### src/rtl/hamming_pkg.sv
// Shared definitions for the (12,8) Hamming codec: field layout, parity masks,
// syndrome-to-position map and the matching encoder.
package hamming_pkg;

    localparam int CW_W   = 12;
    localparam int DATA_W = 8;
    localparam int SYN_W  = 4;
    localparam int PAR_W  = CW_W - DATA_W;

    localparam int DATA_LSB = 0;
    localparam int PAR_LSB  = DATA_W;

    // Data bits covered by each parity bit p0..p3
    localparam logic [DATA_W-1:0] P0_MASK = 8'h5B;
    localparam logic [DATA_W-1:0] P1_MASK = 8'h6D;
    localparam logic [DATA_W-1:0] P2_MASK = 8'h8E;
    localparam logic [DATA_W-1:0] P3_MASK = 8'hF0;

    typedef logic [CW_W-1:0]   cw_t;
    typedef logic [DATA_W-1:0] data_t;
    typedef logic [SYN_W-1:0]  syn_t;

    typedef struct packed {
        logic       hit;
        logic [3:0] idx;
    } pos_t;

    function automatic pos_t syn_to_pos(input syn_t syn);
        pos_t p;
        p.hit = 1'b1;
        p.idx = 4'd0;
        case (syn)
            4'd1:    p.idx = 4'd8;
            4'd2:    p.idx = 4'd9;
            4'd4:    p.idx = 4'd10;
            4'd8:    p.idx = 4'd11;
            4'd3:    p.idx = 4'd0;
            4'd5:    p.idx = 4'd1;
            4'd6:    p.idx = 4'd2;
            4'd7:    p.idx = 4'd3;
            4'd9:    p.idx = 4'd4;
            4'd10:   p.idx = 4'd5;
            4'd11:   p.idx = 4'd6;
            4'd12:   p.idx = 4'd7;
            default: p.hit = 1'b0;
        endcase
        return p;
    endfunction

    function automatic cw_t hamming_encode(input data_t d);
        logic [PAR_W-1:0] p;
        p[0] = ^(d & P0_MASK);
        p[1] = ^(d & P1_MASK);
        p[2] = ^(d & P2_MASK);
        p[3] = ^(d & P3_MASK);
        return {p, d};
    endfunction

endpackage

### src/rtl/hamming_stream_decoder_syndrome.sv
// Combinational syndrome of a 12-bit codeword against the encoder parity masks.
module hamming_syndrome
    import hamming_pkg::*;
(
    input  logic [CW_W-1:0]  codeword,
    output logic [SYN_W-1:0] syndrome
);

    logic [DATA_W-1:0] data;
    logic [PAR_W-1:0]  par;

    assign data = codeword[PAR_LSB-1:DATA_LSB];
    assign par  = codeword[CW_W-1:PAR_LSB];

    assign syndrome[0] = par[0] ^ (^(data & P0_MASK));
    assign syndrome[1] = par[1] ^ (^(data & P1_MASK));
    assign syndrome[2] = par[2] ^ (^(data & P2_MASK));
    assign syndrome[3] = par[3] ^ (^(data & P3_MASK));

endmodule

### src/rtl/hamming_stream_decoder.sv
// Two-stage valid/ready Hamming (12,8) decoder with single-bit correction
// and saturating corrected/uncorrectable word counters.
module hamming_stream_decoder
    import hamming_pkg::*;
#(
    parameter int CNT_W = 16
) (
    input  logic             clk,
    input  logic             rst,
    input  logic             in_valid,
    output logic             in_ready,
    input  logic [11:0]      in_codeword,
    output logic             out_valid,
    input  logic             out_ready,
    output logic [7:0]       out_data,
    output logic [3:0]       out_syndrome,
    output logic             out_err_detected,
    output logic             out_err_corrected,
    output logic             out_uncorrectable,
    input  logic             clear_counts,
    output logic [CNT_W-1:0] corrected_count,
    output logic [CNT_W-1:0] uncorr_count
);

    localparam logic [CNT_W-1:0] CNT_MAX = {CNT_W{1'b1}};

    logic       s1_valid_q, s1_valid_d;
    cw_t        s1_cw_q, s1_cw_d;
    syn_t       s1_syn_q, s1_syn_d;

    logic       s2_valid_q, s2_valid_d;
    data_t      s2_data_q, s2_data_d;
    syn_t       s2_syn_q, s2_syn_d;
    logic       s2_det_q, s2_det_d;
    logic       s2_cor_q, s2_cor_d;
    logic       s2_unc_q, s2_unc_d;

    logic [CNT_W-1:0] corr_cnt_q, corr_cnt_d;
    logic [CNT_W-1:0] unc_cnt_q, unc_cnt_d;

    syn_t       in_syn;
    pos_t       pos;
    cw_t        fixed_cw;
    logic       s2_can_load;
    logic       s2_load;
    logic       in_fire;
    logic       out_fire;

    hamming_syndrome u_syndrome (
        .codeword (in_codeword),
        .syndrome (in_syn)
    );

    assign s2_can_load = !s2_valid_q || out_ready;
    assign s2_load     = s1_valid_q && s2_can_load;
    assign in_ready    = !rst && (!s1_valid_q || s2_can_load);
    assign in_fire     = in_valid && in_ready;
    assign out_fire    = s2_valid_q && out_ready;

    assign pos      = syn_to_pos(s1_syn_q);
    assign fixed_cw = pos.hit ? (s1_cw_q ^ (cw_t'(1) << pos.idx)) : s1_cw_q;

    always_comb begin
        s1_valid_d = s1_valid_q;
        s1_cw_d    = s1_cw_q;
        s1_syn_d   = s1_syn_q;
        if (in_fire) begin
            s1_valid_d = 1'b1;
            s1_cw_d    = in_codeword;
            s1_syn_d   = in_syn;
        end else if (s2_load) begin
            s1_valid_d = 1'b0;
        end
    end

    always_comb begin
        s2_valid_d = s2_valid_q;
        s2_data_d  = s2_data_q;
        s2_syn_d   = s2_syn_q;
        s2_det_d   = s2_det_q;
        s2_cor_d   = s2_cor_q;
        s2_unc_d   = s2_unc_q;
        if (s2_load) begin
            s2_valid_d = 1'b1;
            s2_data_d  = fixed_cw[PAR_LSB-1:DATA_LSB];
            s2_syn_d   = s1_syn_q;
            s2_det_d   = |s1_syn_q;
            s2_cor_d   = pos.hit;
            s2_unc_d   = (|s1_syn_q) && !pos.hit;
        end else if (out_fire) begin
            s2_valid_d = 1'b0;
        end
    end

    // Clear takes priority over a coincident delivered-word increment
    always_comb begin
        corr_cnt_d = corr_cnt_q;
        unc_cnt_d  = unc_cnt_q;
        if (clear_counts) begin
            corr_cnt_d = '0;
            unc_cnt_d  = '0;
        end else if (out_fire) begin
            if (s2_cor_q && corr_cnt_q != CNT_MAX) corr_cnt_d = corr_cnt_q + 1'b1;
            if (s2_unc_q && unc_cnt_q != CNT_MAX)  unc_cnt_d  = unc_cnt_q + 1'b1;
        end
    end

    always_ff @(posedge clk or posedge rst) begin
        if (rst) begin
            s1_valid_q <= 1'b0;
            s1_cw_q    <= '0;
            s1_syn_q   <= '0;
            s2_valid_q <= 1'b0;
            s2_data_q  <= '0;
            s2_syn_q   <= '0;
            s2_det_q   <= 1'b0;
            s2_cor_q   <= 1'b0;
            s2_unc_q   <= 1'b0;
            corr_cnt_q <= '0;
            unc_cnt_q  <= '0;
        end else begin
            s1_valid_q <= s1_valid_d;
            s1_cw_q    <= s1_cw_d;
            s1_syn_q   <= s1_syn_d;
            s2_valid_q <= s2_valid_d;
            s2_data_q  <= s2_data_d;
            s2_syn_q   <= s2_syn_d;
            s2_det_q   <= s2_det_d;
            s2_cor_q   <= s2_cor_d;
            s2_unc_q   <= s2_unc_d;
            corr_cnt_q <= corr_cnt_d;
            unc_cnt_q  <= unc_cnt_d;
        end
    end

    assign out_valid         = s2_valid_q;
    assign out_data          = s2_data_q;
    assign out_syndrome      = s2_syn_q;
    assign out_err_detected  = s2_det_q;
    assign out_err_corrected = s2_cor_q;
    assign out_uncorrectable = s2_unc_q;
    assign corrected_count   = corr_cnt_q;
    assign uncorr_count      = unc_cnt_q;

endmodule
### config.mk
export PLATFORM = sky130hd
export DESIGN_NAME = hamming_stream_decoder
export DESIGN_NICKNAME = d
export VERILOG_FILES = /design/src/rtl/hamming_pkg.sv /design/src/rtl/hamming_stream_decoder_syndrome.sv /design/src/rtl/hamming_stream_decoder.sv
export SDC_FILE = /design/constraint.sdc
export NUM_CORES = 1
export LEC_CHECK = 0
export BUFFER_PORTS_ARGS = -buffer_cell sky130_fd_sc_hd__buf_2
export CAP_MARGIN = 20
export CORE_MARGIN = 5
export CORE_UTILIZATION = 40
export CTS_BUF_LIST = sky130_fd_sc_hd__clkbuf_4 sky130_fd_sc_hd__clkbuf_8
export DETAILED_ROUTE_END_ITERATION = 10
export PLACE_DENSITY = 0.75
export REMOVE_ABC_BUFFERS = 1
export SETUP_SLACK_MARGIN = 0.15
export SYNTH_ARGS = -nofsm -noshare
export SYNTH_HDL_FRONTEND = slang
export SYNTH_SLANG_ARGS = --single-unit
### constraint.sdc
create_clock -name clk -period 2.4 [get_ports clk]
set_input_delay 0.48 -clock clk [delete_from_list [all_inputs] [get_ports clk]]
set_output_delay 0.48 -clock clk [all_outputs]
set_load 0.05 [all_outputs]
==> flow_summary.toml <==
[floorplanning]
io_pins = 66
die-area_um2 = 10070
core_um2 = 8093
initial_core_util_pct = 40.35
die_x_um = 100.4
die_h_um = 100.4
rows = 33

[global_routing]
grt_overflow = 0
grtUsageTotal_pct = 16.22
grt_pass1_vias = 2721
antenna_found_initial = 0
grt_pass1_wl_um = 13210
grt_max_degree = 61

[timing]
fin_crit_sh_pct = 86.46
setup_viol = 0
whs_ns = 0.4026
drv_slew = 0
relSlewSlack_pct = 49.82
rsz0062_at_grt = "false"
fin_setup_tns_ns = 0
layout_min_cycle_time_ns = 2.075
finClkSkew_ns = 0.007327
max_freq_ghz = 0.4819
setup_ws_ns = 0.3249
hold_viol_final = 0
worst_pin_slew_ns = 0.7528

[logic_synthesis]
netlist_instances = 329
yosysMostFrequentCell = "dfrtp_1"
synth.cells.most_frequent = "dfrtp_1 (61), nand2_1 (38), mux2_2 (21)"
ys_warn_count = 0
async_reset_ff_share_pct = 100.0
seq_area_frac_synth_pct = 46.74
avgSynthCellArea_um2 = 9.926
synth_top_area_share_pct = 46.74
synth_ff_type = "dfrtp_1"
syn_area_um2 = 3266
synth_largest_area_cell = "dfrtp_1"
yosysUniqueCellTypes = 46
synth_edf_count = 0
ys_ff_latch = 61
synthTopCellsByArea = "dfrtp_1 (47%), mux2_2 (7.2%), xnor2_1 (5.1%)"

[routing]
drtAntennaViolNets = 0
first_pass_iters = 4
via_per_inst = 5.571
drt-wirelength-per-cell_um = 15.30
routed_wirelength_um = 7711
drc = 0
vias = 2808
drt_iter0_markers = 119

[setup_path]
crit_path_end = "in_ready"
timing.rr.end = "corrected_count[0]$_DFFE_PP0P_"
worstPathBufferInverterCount = 4
crit_path_start_kind = "input port"
crit_arrival_ns = 1.60
critPathSlowestCell = "dlygate4sd3_1"
slowest_delay_ns = 0.53
crit_chain = "dlygate4sd3_1, buf_2, inv_2, and2_1, buf_2"
r2r_slack_ns = 0.38
crit_path_end_kind = "output port"
r2r-start = "corrected_count[0]$_DFFE_PP0P_"
crit_start = "rst"
critPathTopFamily = "buffers and inverters"
cp_max_fo = 4
crit_path_frequent_cell = "buf_2"
path_class = "in -> out"
cp.required_ns = 1.92
r2r_cells = 5
path_depth = 5

[finish]
fin_util_pct = 47.94
syn2layout_area_growth_pct = 18.81
final_layout_size_suffix_gt1_share_pct = 28.82
final_cell_area_um2 = 3880
n_fill_cell = 816
diodes = 0
nNetsFinal = 415
register_area_um2 = 1526
multiInputGateArea_um2 = 1643

[pwr]
vdd_drop_max_mv = 0.5263
p_leak_nw = 1.736
p_per_area_nw_per_um2 = 746.7

[clock_network]
cts.path.max_buffers = 2
root_buffer = "clkbuf_8"
cts_tree = "yes"
cts_sinks = 61
htreeDepth = 3
clk_latency_ns = 0.33
cts_made_buffers = 9
clk_transition_reported_paths_ns = 0.07

[place]
numPortBuffers = 65
pre_cts_ws_ns = 0.3691
dpl.hpwl_um = 5503
gp_congestion = 0.8163
placed_cell_area_um2 = 3701

[flow_run]
drv_cap = 0

[min_path]
hold_class = "in -> reg"

[run_status]
status = "complete, no violations"
-- cell usage in the layout, fill, tap and decap left out, types with 2 or more instances in the layout --
cell	instances
clkinv_2	2
or2_2	2
mux2i_1	2
nor2b_1	11
nor4_1	6
and3_1	5
a211oi_1	2
clkbuf_8	11
a21oi_1	20
nor3_1	5
inv_1	5
nand3_1	12
nand4b_1	2
o21ai_0	19
or4_1	13
o31ai_1	10
xor2_1	5
nor4bb_1	4
buf_4	7
nand4_1	8
a211o_1	2
and3_2	2
buf_2	65
o311ai_0	2
xnor2_1	19
nand2_1	38
o41ai_1	3
or3_1	4
ha_1	2
dfrtp_1	61
mux2_2	21
nor2_1	11
-- how the worst min path moves through the flow --
stage                                 startpoint                endpoint  slack [ns]  cells after the start
after floorplan           s1_valid_q$_DFFE_PP0P_   out_valid$_DFFE_PP0P_        0.48                      1
after global placement                       rst  s1_cw_q[2]$_DFFE_PP0P_        0.36                      2
after detailed placement                     rst  s1_cw_q[2]$_DFFE_PP0P_        0.36                      2
after CTS                         in_codeword[1]  s1_cw_q[1]$_DFFE_PP0P_        0.39                      2
after global routing              in_codeword[1]  s1_cw_q[1]$_DFFE_PP0P_        0.41                      2
final                             in_codeword[1]  s1_cw_q[1]$_DFFE_PP0P_        0.40                      2
-- per-stage QoR --
| step | power (mW) | cells |
|---|---|---|
| after floorplan | 1.882 | 312 |
| after global placement | 2.097 | 489 |
| after detailed placement | 2.118 | 489 |
| after CTS | 2.939 | 504 |
| after global routing | 3.057 | 504 |
| final | 2.897 | 504 |
-- timing repair --
action,4_1_cts,5_1_grt
hold buffers,1,0
resized for setup,0,0
endpoints found under the hold margin,1,0
setup buffers,0,0
-- registers in the layout (all words and copies together), names as in the netlist, 4 cells and up --
name and flops:
uncorr_count 16, out_data 8, s1_syn_q 4, out_syndrome 4, s1_cw_q 8, corrected_count 16
-- routing by layer --
metal / part of all wire, % / track usage [%] / up-vias / wire, µm
met5: 0 / 0 / - / 0
met4: 0.79 / 3.731 / 0 / 61
met3: 7.2 / 5.351 / 8 / 555
met2: 49 / 27.01 / 87 / 3800
met1: 43 / 20.49 / 1363 / 3294
li1: - / - / 1350 / -
-- kinds of logic after synthesis --
family                   count (synthesis)  share of synthesized area [%]
AO/OA/AOI/OAI                           65                          12.38
XOR/XNOR                                24                          6.437
adder cells (fa/ha/maj)                  2                         0.7662
buffers and inverters                   23                          2.950
flip-flops                              61                          46.74
multiplexers                            23                          7.855
AND/OR/NAND/NOR                        131                          22.87
-- area by class of cell --
| type | instances | area share, % |
|---|---|---|
| clock buffers | 12 | 4.095 |
| clock inverters | 2 | 0.2580 |
| repair buffers | 73 | 9.997 |
| flip-flops and latches | 61 | 39.34 |
| inverters | 6 | 0.5805 |
| well taps | 105 | 3.386 |
| multi-input cells | 245 | 42.34 |
-- power by group --
| part | internal [mW] | switching [mW] |
|---|---|---|
| sequential | 1.16 | 0.141 |
| combinational | 0.236 | 0.550 |
| clock | 0.428 | 0.378 |
(Power assumes the default switching activity.)
